File: src/rtl/riscv_mc_pkg.sv
`default_nettype none
// ============================================================================
// Module   : riscv_mc_pkg
// Purpose  : Shared types and encodings for the multi-cycle RISC-V control
//            path: FSM state encoding, major opcodes, ALU operand selects,
//            ALU operation class and result-bus select.
// Ports    : none (package)
// Revision : 1.0 - initial release
// ============================================================================
package riscv_mc_pkg;

    // 15 states in a 4-bit code; 4'hE is unused and TRAP sits at 4'hF so a
    // debugger can spot a trapped core at a glance.
    typedef enum logic [3:0] {
        S_FETCH  = 4'h0,
        S_DECODE = 4'h1,
        S_MEMADR = 4'h2,
        S_MEMRD  = 4'h3,
        S_MEMWB  = 4'h4,
        S_MEMWR  = 4'h5,
        S_EXE_R  = 4'h6,
        S_EXE_I  = 4'h7,
        S_ALUWB  = 4'h8,
        S_BRANCH = 4'h9,
        S_JAL    = 4'hA,
        S_JALR   = 4'hB,
        S_LINK   = 4'hC,
        S_UPPER  = 4'hD,
        S_TRAP   = 4'hF
    } state_t;

    // Major opcodes (IR[6:0])
    localparam logic [6:0] c_op_load   = 7'b0000011;
    localparam logic [6:0] c_op_store  = 7'b0100011;
    localparam logic [6:0] c_op_r      = 7'b0110011;
    localparam logic [6:0] c_op_i      = 7'b0010011;
    localparam logic [6:0] c_op_branch = 7'b1100011;
    localparam logic [6:0] c_op_jal    = 7'b1101111;
    localparam logic [6:0] c_op_jalr   = 7'b1100111;
    localparam logic [6:0] c_op_lui    = 7'b0110111;
    localparam logic [6:0] c_op_auipc  = 7'b0010111;

    // ALU operand A select
    localparam logic [1:0] c_srca_pc    = 2'b00;
    localparam logic [1:0] c_srca_oldpc = 2'b01;
    localparam logic [1:0] c_srca_rs1   = 2'b10;

    // ALU operand B select
    localparam logic [1:0] c_srcb_rb    = 2'b00;
    localparam logic [1:0] c_srcb_imm   = 2'b01;
    localparam logic [1:0] c_srcb_four  = 2'b10;

    // ALU operation class
    localparam logic [1:0] c_aluop_add   = 2'b00;
    localparam logic [1:0] c_aluop_sub   = 2'b01;
    localparam logic [1:0] c_aluop_funct = 2'b10;

    // Result bus select
    localparam logic [1:0] c_res_aluout = 2'b00;
    localparam logic [1:0] c_res_data   = 2'b01;
    localparam logic [1:0] c_res_alu    = 2'b10;
    localparam logic [1:0] c_res_imm    = 2'b11;

    // Opcode dispatch out of DECODE; unknown opcodes land in TRAP.
    function automatic state_t decode_dispatch(input logic [6:0] op);
        state_t nxt;
        case (op)
            c_op_load, c_op_store: nxt = S_MEMADR;
            c_op_r:                nxt = S_EXE_R;
            c_op_i:                nxt = S_EXE_I;
            c_op_branch:           nxt = S_BRANCH;
            c_op_jal:              nxt = S_JAL;
            c_op_jalr:             nxt = S_JALR;
            c_op_lui, c_op_auipc:  nxt = S_UPPER;
            default:               nxt = S_TRAP;
        endcase
        return nxt;
    endfunction

endpackage
`default_nettype wire

File: src/rtl/multicycle_ctrl_if.sv
`default_nettype none
// ============================================================================
// Module   : multicycle_ctrl_if
// Purpose  : Bundle between the control FSM and the datapath/memory side.
// Ports    : master (controller) - drives control strobes, reads opcode,
//            branch_taken and mem_ready.
//            slave (datapath/memory) - the mirror image.
// Revision : 1.0 - initial release
// ============================================================================
interface multicycle_ctrl_if;
    logic [6:0] opcode;
    logic       branch_taken;
    logic       mem_ready;
    logic       mem_req;
    logic       mem_we;
    logic       adr_src;
    logic       ir_write;
    logic       pc_write;
    logic       reg_write;
    logic [1:0] alu_src_a;
    logic [1:0] alu_src_b;
    logic [1:0] alu_op;
    logic [1:0] result_src;
    logic       retire;
    logic       illegal;
    logic       bus_err;
    logic [3:0] state_dbg;

    modport master (
        input  opcode, branch_taken, mem_ready,
        output mem_req, mem_we, adr_src, ir_write, pc_write, reg_write,
               alu_src_a, alu_src_b, alu_op, result_src, retire,
               illegal, bus_err, state_dbg
    );

    modport slave (
        output opcode, branch_taken, mem_ready,
        input  mem_req, mem_we, adr_src, ir_write, pc_write, reg_write,
               alu_src_a, alu_src_b, alu_op, result_src, retire,
               illegal, bus_err, state_dbg
    );
endinterface
`default_nettype wire

File: src/rtl/mc_mem_watchdog.sv
`default_nettype none
// ============================================================================
// Module   : mc_mem_watchdog
// Purpose  : Counts cycles a memory request waits for ready and flags the
//            cycle in which the wait reaches TIMEOUT_CYCLES. TIMEOUT_CYCLES=0
//            removes the counter entirely.
// Ports    : clk, rst     - clock, synchronous active-high reset
//            i_req        - memory request outstanding this cycle
//            i_ready      - memory completes this cycle
//            o_expire     - this waiting cycle is the limit (ready not seen)
// Revision : 1.0 - initial release
// ============================================================================
module mc_mem_watchdog #(
    parameter int unsigned TIMEOUT_CYCLES = 255
) (
    input  logic clk,
    input  logic rst,
    input  logic i_req,
    input  logic i_ready,
    output logic o_expire
);

    generate
        if (TIMEOUT_CYCLES == 0) begin : g_bypass
            assign o_expire = 1'b0;
        end else begin : g_count
            localparam int unsigned c_cnt_w = $clog2(TIMEOUT_CYCLES + 1);
            localparam logic [c_cnt_w-1:0] c_last = c_cnt_w'(TIMEOUT_CYCLES - 1);

            logic [c_cnt_w-1:0] r_cnt;

            // Any cycle without a pending wait restarts the count, so every
            // memory state starts from zero. The count never passes c_last
            // because expiry leaves the memory state.
            always_ff @(posedge clk) begin
                if (rst || !i_req || i_ready) begin
                    r_cnt <= '0;
                end else begin
                    r_cnt <= r_cnt + c_cnt_w'(1);
                end
            end

            // Ready in the limit cycle wins over the timeout.
            assign o_expire = i_req & ~i_ready & (r_cnt == c_last);
        end
    endgenerate

endmodule
`default_nettype wire

File: src/rtl/multicycle_ctrl.sv
`default_nettype none
// ============================================================================
// Module   : multicycle_ctrl
// Purpose  : Main control FSM of the multi-cycle RISC-V core. Sequences the
//            shared datapath and the unified memory port, traps on illegal
//            opcodes and on memory timeouts.
// Ports    : clk, rst - clock, synchronous active-high reset
//            bus      - multicycle_ctrl_if.master: opcode/branch_taken/
//                       mem_ready in; memory handshake, datapath enables,
//                       mux selects, retire, sticky traps, state_dbg out
// Revision : 1.0 - initial release
// ============================================================================
module multicycle_ctrl
    import riscv_mc_pkg::*;
#(
    parameter int unsigned TIMEOUT_CYCLES = 255
) (
    input  logic                     clk,
    input  logic                     rst,
    multicycle_ctrl_if.master        bus
);

    state_t     r_state;
    state_t     w_state_nxt;
    logic       r_illegal;
    logic       r_bus_err;

    logic       w_mem_state;
    logic       w_req;
    logic       w_expire;
    logic       w_set_illegal;
    logic       w_mem_we;
    logic       w_adr_src;
    logic       w_ir_write;
    logic       w_pc_write;
    logic       w_reg_write;
    logic [1:0] w_alu_a;
    logic [1:0] w_alu_b;
    logic [1:0] w_alu_op;
    logic [1:0] w_result;
    logic       w_retire;

    // The request depends on state only; keeping it out of the main
    // always_comb avoids a false loop through the watchdog.
    assign w_mem_state = (r_state == S_FETCH) || (r_state == S_MEMRD) ||
                         (r_state == S_MEMWR);
    assign w_req       = w_mem_state & ~rst;

    mc_mem_watchdog #(
        .TIMEOUT_CYCLES (TIMEOUT_CYCLES)
    ) u_watchdog (
        .clk      (clk),
        .rst      (rst),
        .i_req    (w_req),
        .i_ready  (bus.mem_ready),
        .o_expire (w_expire)
    );

    always_ff @(posedge clk) begin
        if (rst) begin
            r_state   <= S_FETCH;
            r_illegal <= 1'b0;
            r_bus_err <= 1'b0;
        end else begin
            r_state <= w_state_nxt;
            if (w_set_illegal) begin
                r_illegal <= 1'b1;
            end
            if (w_expire) begin
                r_bus_err <= 1'b1;
            end
        end
    end

    always_comb begin
        w_state_nxt   = r_state;
        w_set_illegal = 1'b0;
        w_mem_we      = 1'b0;
        w_adr_src     = 1'b0;
        w_ir_write    = 1'b0;
        w_pc_write    = 1'b0;
        w_reg_write   = 1'b0;
        w_alu_a       = c_srca_pc;
        w_alu_b       = c_srcb_rb;
        w_alu_op      = c_aluop_add;
        w_result      = c_res_aluout;
        w_retire      = 1'b0;

        case (r_state)
            S_FETCH: begin
                // ALU computes PC+4 and drives it straight onto the result bus.
                w_alu_b  = c_srcb_four;
                w_result = c_res_alu;
                if (bus.mem_ready) begin
                    w_ir_write  = 1'b1;
                    w_pc_write  = 1'b1;
                    w_state_nxt = S_DECODE;
                end
            end
            S_DECODE: begin
                // Speculative oldPC+imm into ALUOut for branch/JAL/AUIPC.
                w_alu_a     = c_srca_oldpc;
                w_alu_b     = c_srcb_imm;
                w_state_nxt = decode_dispatch(bus.opcode);
                if (w_state_nxt == S_TRAP) begin
                    w_set_illegal = 1'b1;
                end
            end
            S_MEMADR: begin
                w_alu_a     = c_srca_rs1;
                w_alu_b     = c_srcb_imm;
                // opcode[5] separates store (1) from load (0).
                w_state_nxt = bus.opcode[5] ? S_MEMWR : S_MEMRD;
            end
            S_MEMRD: begin
                w_adr_src = 1'b1;
                if (bus.mem_ready) begin
                    w_state_nxt = S_MEMWB;
                end
            end
            S_MEMWB: begin
                w_reg_write = 1'b1;
                w_result    = c_res_data;
                w_retire    = 1'b1;
                w_state_nxt = S_FETCH;
            end
            S_MEMWR: begin
                w_mem_we  = 1'b1;
                w_adr_src = 1'b1;
                if (bus.mem_ready) begin
                    w_retire    = 1'b1;
                    w_state_nxt = S_FETCH;
                end
            end
            S_EXE_R: begin
                w_alu_a     = c_srca_rs1;
                w_alu_b     = c_srcb_rb;
                w_alu_op    = c_aluop_funct;
                w_state_nxt = S_ALUWB;
            end
            S_EXE_I: begin
                w_alu_a     = c_srca_rs1;
                w_alu_b     = c_srcb_imm;
                w_alu_op    = c_aluop_funct;
                w_state_nxt = S_ALUWB;
            end
            S_ALUWB: begin
                w_reg_write = 1'b1;
                w_result    = c_res_aluout;
                w_retire    = 1'b1;
                w_state_nxt = S_FETCH;
            end
            S_BRANCH: begin
                // ALU compares rs1/rs2 while ALUOut still holds the target.
                w_alu_a     = c_srca_rs1;
                w_alu_b     = c_srcb_rb;
                w_alu_op    = c_aluop_sub;
                w_result    = c_res_aluout;
                w_pc_write  = bus.branch_taken;
                w_retire    = 1'b1;
                w_state_nxt = S_FETCH;
            end
            S_JAL: begin
                // PC takes the target from ALUOut; ALU refills ALUOut with
                // the link value oldPC+4 for ALUWB.
                w_pc_write  = 1'b1;
                w_result    = c_res_aluout;
                w_alu_a     = c_srca_oldpc;
                w_alu_b     = c_srcb_four;
                w_state_nxt = S_ALUWB;
            end
            S_JALR: begin
                w_alu_a     = c_srca_rs1;
                w_alu_b     = c_srcb_imm;
                w_result    = c_res_alu;
                w_pc_write  = 1'b1;
                w_state_nxt = S_LINK;
            end
            S_LINK: begin
                w_alu_a     = c_srca_oldpc;
                w_alu_b     = c_srcb_four;
                w_state_nxt = S_ALUWB;
            end
            S_UPPER: begin
                // LUI writes the immediate, AUIPC the oldPC+imm from DECODE.
                w_reg_write = 1'b1;
                w_result    = bus.opcode[5] ? c_res_imm : c_res_aluout;
                w_retire    = 1'b1;
                w_state_nxt = S_FETCH;
            end
            S_TRAP: begin
                w_state_nxt = S_TRAP;
            end
            default: begin
                w_state_nxt = S_TRAP;
            end
        endcase

        // A timed-out request is abandoned; mem_ready is low in that cycle,
        // so no enable above has fired.
        if (w_expire) begin
            w_state_nxt = S_TRAP;
        end
    end

    assign bus.mem_req    = w_req;
    assign bus.mem_we     = w_mem_we    & ~rst;
    assign bus.adr_src    = w_adr_src;
    assign bus.ir_write   = w_ir_write  & ~rst;
    assign bus.pc_write   = w_pc_write  & ~rst;
    assign bus.reg_write  = w_reg_write & ~rst;
    assign bus.alu_src_a  = w_alu_a;
    assign bus.alu_src_b  = w_alu_b;
    assign bus.alu_op     = w_alu_op;
    assign bus.result_src = w_result;
    assign bus.retire     = w_retire    & ~rst;
    assign bus.illegal    = r_illegal;
    assign bus.bus_err    = r_bus_err;
    assign bus.state_dbg  = r_state;

endmodule
`default_nettype wire

File: src/flat_wrapper.sv
// flat-port wrapper written by rule: the top's interface ports become plain ports
module multicycle_ctrl_flat import riscv_mc_pkg::*;
#(
    parameter int unsigned TIMEOUT_CYCLES = 255
)
  (clk, rst, bus_opcode, bus_branch_taken, bus_mem_ready, bus_mem_req, bus_mem_we, bus_adr_src, bus_ir_write, bus_pc_write, bus_reg_write, bus_alu_src_a, bus_alu_src_b, bus_alu_op, bus_result_src, bus_retire, bus_illegal, bus_bus_err, bus_state_dbg);
  multicycle_ctrl_if bus_i ();
  input  logic clk;
  input  logic rst;
  input wire logic [$bits(bus_i.opcode)-1:0] bus_opcode;
  input wire logic [$bits(bus_i.branch_taken)-1:0] bus_branch_taken;
  input wire logic [$bits(bus_i.mem_ready)-1:0] bus_mem_ready;
  output wire logic [$bits(bus_i.mem_req)-1:0] bus_mem_req;
  output wire logic [$bits(bus_i.mem_we)-1:0] bus_mem_we;
  output wire logic [$bits(bus_i.adr_src)-1:0] bus_adr_src;
  output wire logic [$bits(bus_i.ir_write)-1:0] bus_ir_write;
  output wire logic [$bits(bus_i.pc_write)-1:0] bus_pc_write;
  output wire logic [$bits(bus_i.reg_write)-1:0] bus_reg_write;
  output wire logic [$bits(bus_i.alu_src_a)-1:0] bus_alu_src_a;
  output wire logic [$bits(bus_i.alu_src_b)-1:0] bus_alu_src_b;
  output wire logic [$bits(bus_i.alu_op)-1:0] bus_alu_op;
  output wire logic [$bits(bus_i.result_src)-1:0] bus_result_src;
  output wire logic [$bits(bus_i.retire)-1:0] bus_retire;
  output wire logic [$bits(bus_i.illegal)-1:0] bus_illegal;
  output wire logic [$bits(bus_i.bus_err)-1:0] bus_bus_err;
  output wire logic [$bits(bus_i.state_dbg)-1:0] bus_state_dbg;
  assign bus_i.opcode = bus_opcode;
  assign bus_i.branch_taken = bus_branch_taken;
  assign bus_i.mem_ready = bus_mem_ready;
  assign bus_mem_req = bus_i.mem_req;
  assign bus_mem_we = bus_i.mem_we;
  assign bus_adr_src = bus_i.adr_src;
  assign bus_ir_write = bus_i.ir_write;
  assign bus_pc_write = bus_i.pc_write;
  assign bus_reg_write = bus_i.reg_write;
  assign bus_alu_src_a = bus_i.alu_src_a;
  assign bus_alu_src_b = bus_i.alu_src_b;
  assign bus_alu_op = bus_i.alu_op;
  assign bus_result_src = bus_i.result_src;
  assign bus_retire = bus_i.retire;
  assign bus_illegal = bus_i.illegal;
  assign bus_bus_err = bus_i.bus_err;
  assign bus_state_dbg = bus_i.state_dbg;
  multicycle_ctrl #(.TIMEOUT_CYCLES(TIMEOUT_CYCLES)) u_core (.clk(clk), .rst(rst), .bus(bus_i));
endmodule
File: config.mk
export PLATFORM = sky130hd
export DESIGN_NAME = multicycle_ctrl_flat
export DESIGN_NICKNAME = d
export VERILOG_FILES = /design/src/rtl/riscv_mc_pkg.sv /design/src/rtl/multicycle_ctrl_if.sv /design/src/rtl/mc_mem_watchdog.sv /design/src/rtl/multicycle_ctrl.sv /design/src/flat_wrapper.sv
export SDC_FILE = /design/constraint.sdc
export NUM_CORES = 1
export LEC_CHECK = 0
export BUFFER_PORTS_ARGS = -buffer_cell sky130_fd_sc_hd__buf_2
export CAP_MARGIN = 15
export CORE_MARGIN = 2
export CORE_UTILIZATION = 51
export CTS_CLUSTER_DIAMETER = 30
export DETAILED_ROUTE_END_ITERATION = 7
export GPL_TIMING_DRIVEN = 0
export PLACE_DENSITY_LB_ADDON = 0.15
export SYNTH_ARGS = -nofsm -noshare
export SYNTH_HDL_FRONTEND = slang
export SYNTH_SLANG_ARGS = --single-unit
File: constraint.sdc
create_clock -name clk -period 1.6 [get_ports clk]
set_input_delay 0.32 -clock clk [delete_from_list [all_inputs] [get_ports clk]]
set_output_delay 0.32 -clock clk [all_outputs]
set_load 0.02 [all_outputs]
# ---- Word level (Yosys, flattened, before mapping)
# Index checks and enable logic that the tools add are counted.
dict set report word_totals {
  wordCells 84
  regBits 14
  in_bits 11
}
dict set report classes {
  bitwise_logic 10
  add_sub_neg 1
  n_eq_ne 27
  reduce_logical 20
  mux 22
}
# cell count
set op_table {}
lappend op_table {{$pmux W4 S8} 1}
lappend op_table {{$eq A4 B4 Y1 const B} 7}
lappend op_table {{$pmux W4 S7} 1}
lappend op_table {{$eq A7 B6 Y1 const B} 3}
lappend op_table {{$eq A7 B7 Y1 const B} 3}
lappend op_table {{$mux W4} 5}
lappend op_table {{$eq A4 B3 Y1 const B} 4}
lappend op_table {{$eq A7 B5 Y1 const B} 2}
lappend op_table {{$pmux W2 S2} 3}
lappend op_table {{$reduce_or A2 Y1} 6}
lappend op_table {{$reduce_or A4 Y1} 3}
lappend op_table {{$ne A3 B3 Y1 const B} 3}
lappend op_table {{$reduce_or A3 Y1} 3}
lappend op_table {{$add A8 B1 Y8 const B} 1}
lappend op_table {{$and A1 B1 Y1} 8}
lappend op_table {{$eq A4 B2 Y1 const B} 2}
lappend op_table {{$eq A8 B8 Y1 const B} 1}
lappend op_table {{$eq A7 B2 Y1 const B} 1}
lappend op_table {{$mux W1} 7}
lappend op_table {{$pmux W2 S3} 1}
lappend op_table {{$reduce_or A5 Y1} 1}
lappend op_table {{$eq A4 B1 Y1 const B} 1}
lappend op_table {{$logic_not A4 Y1} 1}
lappend op_table {{$logic_or A1 B1 Y1} 4}
lappend op_table {{other kinds (7)} 8}

# ---- Longest topological paths before layout
# Gate-level depths: netlist (run 1).
dict set report depth {
  word_depth 8
  depth_mapped 6
  depth_no_buf 6
}

# ---- Cells and area by module
# From an unflattened synthesis (run 1), not the netlist that was laid out.
dict set report unflattened {
  hier_cells 146
  hier_area_um2 1168.6
}
# module area_each_um2 instances cells_per_inst
set modules_own_cells {}
lappend modules_own_cells {multicycle_ctrl 830.8 1 108}
lappend modules_own_cells {mc_mem_watchdog 337.8 1 38}

# ---- Worst setup path before layout (run 1)
# Ideal clock, no wire load.
dict set report synth_timing {
  kind {flip-flop to output port}
  from {register u_core.r_state[3] (netlist: u_core.bus.state_dbg[3])}
  to {output bus_reg_write}
  slack_ns -0.918
  required_time_ns 1.280
  arrival_time_ns 2.198
  path_stages_with_launch 6
  cell_sequence {dfxtp_1 buf_2 buf_2 xor2_1 nor2_1 a2111oi_0}
}
dict set report synth_via {
  elab_chain_len 4
}
# item line_no
set synth_rtl {}
lappend synth_rtl {{from (decl)} multicycle_ctrl.sv:23} ;# state_t r_state;
lappend synth_rtl {{from (signal assigned)} multicycle_ctrl.sv:65} ;# r_state <= w_state_nxt;
lappend synth_rtl {{$eq A4 B3 Y1 / $eq A4 B4 Y1 (equally long branches)} multicycle_ctrl.sv:89} ;# case (r_state)
lappend synth_rtl {{$reduce_or A3 Y1 (no source line) (*)} -}
lappend synth_rtl {{$mux W1 (*)} multicycle_ctrl.sv:89}
lappend synth_rtl {{$and A1 B1 Y1 (*)} multicycle_ctrl.sv:211} ;# assign bus.reg_write = w_reg_write & ~rst;
lappend synth_rtl {{to (decl)} flat_wrapper.sv:18} ;# output wire logic [$bits(bus_i.reg_write)-1:0] bus_reg_write;
# Mark *: on every way between the ends. The rest lies on a longest branch, timed or not.

# ---- Worst setup path in the final report (run 1)
dict set report layout_timing {
  from {register u_core.r_state[3] (netlist: u_core.bus.state_dbg[3])}
  to {output bus_result_src[1]}
}
dict set report layout_via {
  elab_chain_len 3
}
# item line_no
set layout_rtl {}
lappend layout_rtl {{$eq A4 B4 Y1 / $logic_not A4 Y1 (equally long branches)} multicycle_ctrl.sv:89}
lappend layout_rtl {{$reduce_or A2 Y1 (no source line)} -}
lappend layout_rtl {{$pmux W2 S3 (*)} multicycle_ctrl.sv:89}
lappend layout_rtl {{to (decl)} flat_wrapper.sv:22} ;# output wire logic [$bits(bus_i.result_src)-1:0] bus_result_src;
# Marked as above.

==> results of run 1 <==
synth_stat cells (5+ instances only):
cell type  number  area share [%]
buf_2           5             2.3
xor2_1          5             4.0
nand2_1        17             5.9
a21oi_1        11             5.1
inv_1           6             2.1
nand2b_1        5             2.9
nor2_1         23             7.9
o21ai_0         5             2.3
nor3_1          5             2.3
nand3_1         6             2.8
dfxtp_1        14              26
worst min path at each step:
| stage | slack [ps] | cells past startpoint | end | from |
|---|---|---|---|---|
| final | 380 | 2 | u_core.bus.bus_err | rst |
| after global routing | 380 | 2 | u_core.bus.bus_err | rst |
| after CTS | 360 | 2 | u_core.bus.state_dbg[1] | rst |
| after detailed placement | 460 | 1 | u_core.u_watchdog.g_count.r_cnt[0] | u_core.u_watchdog.g_count.r_cnt[0] |
| after global placement | 440 | 1 | u_core.u_watchdog.g_count.r_cnt[0] | u_core.u_watchdog.g_count.r_cnt[0] |
| after floorplan | 380 | 1 | u_core.bus.state_dbg[1] | rst |
critical path: cells and delay by family (launching register included):
family | cells | cell delay [ps]
flops | 1 | 440
compound gates | 2 | 350
buf+inv | 2 | 350
simple gates | 1 | 220
cells in the final DEF, fill, tap and decap left out, types with 6 or more instances in the layout:
| master | count |
|---|---|
| nand2_1 | 9 |
| dfxtp_1 | 10 |
| buf_6 | 12 |
| nand2_2 | 6 |
| buf_4 | 24 |
| a21oi_1 | 8 |
| buf_2 | 16 |
| nor2_1 | 12 |
| nand3_1 | 6 |
| nor2_4 | 7 |
through the flow:
step           util [%]  TNS (ps)
3_3_place_gp       67.9      -431
2_1_floorplan         -      -101
3_5_place_dp       67.9      -501
6_report           96.3     -5580
5_1_grt            96.3     -6770
4_1_cts            86.6     -2240
final cells by class:
type | instances | share of cell area, %
multi-input cells | 125 | 52.4
well taps | 27 | 1.77
repair buffers | 53 | 21.8
inverters | 6 | 1.64
plain buffers | 7 | 5.05
clock buffers | 4 | 1.90
flip-flops and latches | 14 | 15.5
sequential cells by signal, indices dropped and copies added (netlist names):
register                         count
u_core.bus.bus_err                   1
u_core.bus.illegal                   1
u_core.bus.state_dbg                 4
u_core.u_watchdog.g_count.r_cnt      8
what timing repair did:
item | 4_1_cts | 5_1_grt
pin swaps | 11 | 12
endpoints found under the setup margin | 15 | 28
resized for setup | 59 | 39
setup buffers | 17 | 6
cells by family (layout without fill, tap and decap cells):
logic type               count (synthesis)  count (layout)  synth area share [%]
XOR/XNOR                                 8               8                  6.45
AND/OR/NAND/NOR                         74              74                  34.1
AO/OA/AOI/OAI                           40              40                  24.7
buffers and inverters                   15              70                  5.76
adder cells (fa/ha/maj)                  2               2                  2.30
multiplexers                             1               1                 0.922
flip-flops                              14              14                  25.8
routing by layer:
layer	vias up	part of all wire, %
li1	662	-
met1	769	33
met2	198	44
met3	71	12
met4	0	11
met5	-	0
where the power goes:
part           switching, µW  leakage (µW)  total (µW)  internal (µW)
clock network            135     0.0000210         273            139
registers                140      0.000116         578            438
logic                   1840      0.000620        3290           1440
==> flow_summary.toml, run 1 <==
[run_status]
outcome = "complete, but fails checks"
violations = "negative setup slack"

[clock_tree]
cts_root_buf = "clkbuf_4"
cts_tree = "built"
clk_latency_ps = 300
clockBufferDepth = 2
cts_hold_buf = 0
clock_tree.htree_level_count = 1
cts.sinks = 14
cts_buffers = 3
clk_pin_slew_ps = 100

[worst_setup_path]
worstSetupStartpointType = "flip-flop"
crit_fanout = 7
critical_path.cell_chain = "buf_4 -> and2_1 -> a31oi_1 -> o22ai_1 -> buf_4"
r2r_start = "u_core.bus.state_dbg[2]"
arrival_ps = 1660
criticalPathCategory = "flip-flop to primary output"
required_ps = 1280
worstSetupEndpointType = "primary output"
crit_path_end = "bus_result_src[1]"
worst_path_most_repeated_cell = "buf_4"
worstSetupStartpoint = "u_core.bus.state_dbg[3]"
critPathSlowestCell = "dfxtp_4"
cpPeakStageDelay_ps = 440
reg2reg_slack_ps = -230
r2r_end = "u_core.bus.state_dbg[0]"
worst_r2r_path_depth = 6

[power]
power_leakage_uw = 0.000758
peakVddDrop_v = 0.00183
p_per_area_nw_per_um2 = 2170
power_uw = 4140

[placement]
place_congestion = 0.915
dpl.cell_count = 211
dpl.hpwl_mm = 2.18
placed_area_um2 = 1350
io_buffers = 30
pre_cts_ws_ps = -138

[timing]
hold_ws_ps = 380
fin_crit_sh_pct = 124
tightest_slew_ps = 487
rsz0062_at_grt = "true"
fmax_ghz = 0.505
setup_slack_ps = -381
maxSlewHeadroom_pct = 67.3
setup_viol = 27
drv_slew = 0
hold_violations = 0
finalClockSkew_ps = 16.3
min_period_ps = 1980

[layout]
fin_area_um2 = 1910
area_growth_pct = 75.8
post_route_cells_drive_above_1_share_pct = 54.1
multi_input_area_um2 = 1000
num_antenna_cells = 0
num-nets-final = 223
nFillCells = 43
final_cells = 236
seq_area_um2 = 295

[yosys]
avgSynthCellArea_um2 = 7.05
ys.flop_type = "dfxtp_1"
synth_fp_nets = 167
synth_edf_count = 0
syn_inst = 154
synth.distinct_cells = 41
yosysWarnings = 0
async_reset_ff_share_pct = 0
synth_area_um2 = 1090
synth-seq-cells = 14
synth-seq-area-share_pct = 25.8

[global_route]
grt_pass1_wl_mm = 6.76
gr-total-overflow = 0
antenna_found_initial = 0
grt.total_usage_pct = 35.7
globalRouteMet3Util_pct = 4.17
globalRouteMet1Util_pct = 47.6
grt_util_met2_pct = 57.7
grt_pass1_vias = 1388
grt_max_degree = 11
grt_most_used_layer = "met2"

[die]
rows = 16
start_util_pct = 54.8
io_pins = 32
core_um2 = 1980
die_y_um = 50.1
die_width_um = 50.1
die-area_um2 = 2510

[detailed_routing]
post_drt_wl_per_cell_um = 25.4
viasPerCell = 7.20
wl_mm = 5.99
drtPass1Iterations = 6
dr.first_iter.drc_count = 154
vias = 1700
drc_errors = 0
antenna_left = 0

[flow_run]
drv_cap = 0

[worst_hold_path]
worst_hold_path_type = "input port to flip-flop"
Power figures use the tool's default switching activity.
==> inputs of run 2 (changes only) <==
- clock period: 1.6 -> 1.84 ns (I/O delays scaled with it)
==> run 2 against run 1 <==
Against the previous run:
- the run still ends with negative setup slack left
- first-iteration DRC count is 55% lower
- count of clock-buffer cells in the layout stayed put
- sequential cell count stayed put
- routed wire length is 26% lower
- core utilization is 9.3 points lower
- design area is 9.7% lower
- worst hold slack better by 42 ps
==> flow_summary.toml, run 2 (synthesized netlist as in run 1, its figures left out) <==
[worst_setup_path]
crit_fanout = 8
worstSetupStartpoint = "u_core.bus.state_dbg[2]"
r2r_start = "u_core.bus.state_dbg[0]"
required_ps = 1470
reg2reg_slack_ps = 100
worstSetupStartpointType = "flip-flop"
worst_r2r_path_depth = 7
arrival_ps = 1570
criticalPathCategory = "flip-flop to primary output"
crit_path_end = "bus_result_src[1]"
worstSetupEndpointType = "primary output"
r2r_end = "u_core.bus.state_dbg[1]"

[placement]
placed_area_um2 = 1310
place_congestion = 0.904
io_buffers = 30
dpl.hpwl_mm = 2.22

[clock_tree]
clk_latency_ps = 290
cts_buffers = 3
cts_tree = "built"
cts_hold_buf = 0
clock_tree.htree_level_count = 1
clockBufferDepth = 2
cts_root_buf = "clkbuf_4"
clk_pin_slew_ps = 90
cts.sinks = 14

[detailed_routing]
drc_errors = 0
post_drt_wl_per_cell_um = 19.1
vias = 1471
wl_mm = 4.44
antenna_left = 0
viasPerCell = 6.34
drtPass1Iterations = 4
dr.first_iter.drc_count = 70

[layout]
num_antenna_cells = 0
largest_register_ffs = 8
final_common_cell = "buf_4"
multi_input_area_um2 = 885
top_register = "u_core.u_watchdog.g_count.r_cnt"
nFillCells = 104
final_cell_mix = "buf_4 (23), buf_2 (22), nor2_1 (20), nand2_1 (12)"
fin_area_um2 = 1720
area_growth_pct = 58.8
seq_area_um2 = 293
num-nets-final = 219
post_route_cells_drive_above_1_share_pct = 44.4

[timing]
min_period_ps = 1940
setup_viol = 3
hold_violations = 0
hold_ws_ps = 422
setup_slack_ps = -102
maxSlewHeadroom_pct = 77.9
finalClockSkew_ps = 4.95
fmax_ghz = 0.515
rsz0062_at_grt = "true"
fin_crit_sh_pct = 106
drv_slew = 0
tightest_slew_ps = 328

[power]
power_leakage_uw = 0.000721
peakVddDrop_v = 0.00125
p_per_area_nw_per_um2 = 1780

[die]
die_width_um = 50.1
die_y_um = 50.1
core_um2 = 1980
start_util_pct = 54.8
io_pins = 32
die-area_um2 = 2510
rows = 16

[global_route]
antenna_found_initial = 0
grt_pass1_wl_mm = 5.55
grt.total_usage_pct = 28.1
grt_pass1_vias = 1249
gr-total-overflow = 0
grt_max_degree = 11

[run_status]
violations = "negative setup slack"
outcome = "complete, but fails checks"

[flow_run]
drv_cap = 0

[worst_hold_path]
worst_hold_path_type = "input port to flip-flop"
-- run 2: changes by cell type in the layout (fill, tap and decap cells not counted), sizes merged --
cell    previous run  this run
clkbuf             8         7
buf               56        53
-- run 2: routing by layer --
metal  part of all wire [%]  up-vias  global-route usage (%)
met2                     51       94                    47.8
met1                     39      701                    36.2
met3                    7.5       22                    4.76
met4                    2.5        0                    8.33
met5                      0        -                       0
li1                       -      654                       -
-- run 2: how the worst min path moves through the flow --
| stage | from | to | slack (ps) | depth (start not counted) |
|---|---|---|---|---|
| floorplan | u_core.u_watchdog.g_count.r_cnt[0] | u_core.u_watchdog.g_count.r_cnt[0] | 430 | 1 |
| global route | rst | u_core.bus.state_dbg[1] | 450 | 2 |
| detailed placement | u_core.bus.illegal | u_core.bus.illegal | 460 | 1 |
| global placement | u_core.u_watchdog.g_count.r_cnt[0] | u_core.u_watchdog.g_count.r_cnt[0] | 440 | 1 |
| finish | rst | u_core.bus.state_dbg[1] | 420 | 2 |
| CTS | rst | u_core.bus.state_dbg[1] | 410 | 2 |
-- run 2: report_power, final --
group          leakage [µW]  internal (µW)  switching (µW)
clock             0.0000210            121             105
combinational      0.000584           1040            1350
sequential         0.000116            377            75.8
total              0.000721           1540            1530
-- run 2: per-stage QoR --
stage          power, µW  std cells  TNS (ps)  worst slack [ps]  util (%)
2_1_floorplan       1530        154      -154              -101         -
3_3_place_gp        1900        211      -118              -118      66.1
3_5_place_dp        1920        211      -142              -130      66.1
4_1_cts             2510        225      -115             -45.4      77.7
5_1_grt             3210        232      -472              -130      87.0
6_report            3070        232      -160              -102      87.0
-- run 2: cell type report --
| class | count | area share [%] |
|---|---|---|
| flip-flops and latches | 14 | 17.0 |
| multi-input cells | 125 | 51.3 |
| plain buffers | 8 | 6.46 |
| clock buffers | 4 | 2.10 |
| repair buffers | 48 | 19.4 |
| well taps | 27 | 1.96 |
| inverters | 6 | 1.81 |
-- run 2: what timing repair did --
item | CTS | global route
cloned | 1 | 1
pin swaps | 4 | 7
resized for setup | 38 | 35
setup endpoints to repair | 15 | 13
hold endpoints to repair | 0 | 0
buffers inserted | 9 | 7
-- run 2: critical path, cell delays in order, from the launching register on --
cell	delay (ps)
dfxtp_4	390
buf_12	160
buf_12	130
nor2_1	150
a31oi_1	80
o22ai_1	200
buf_4	170
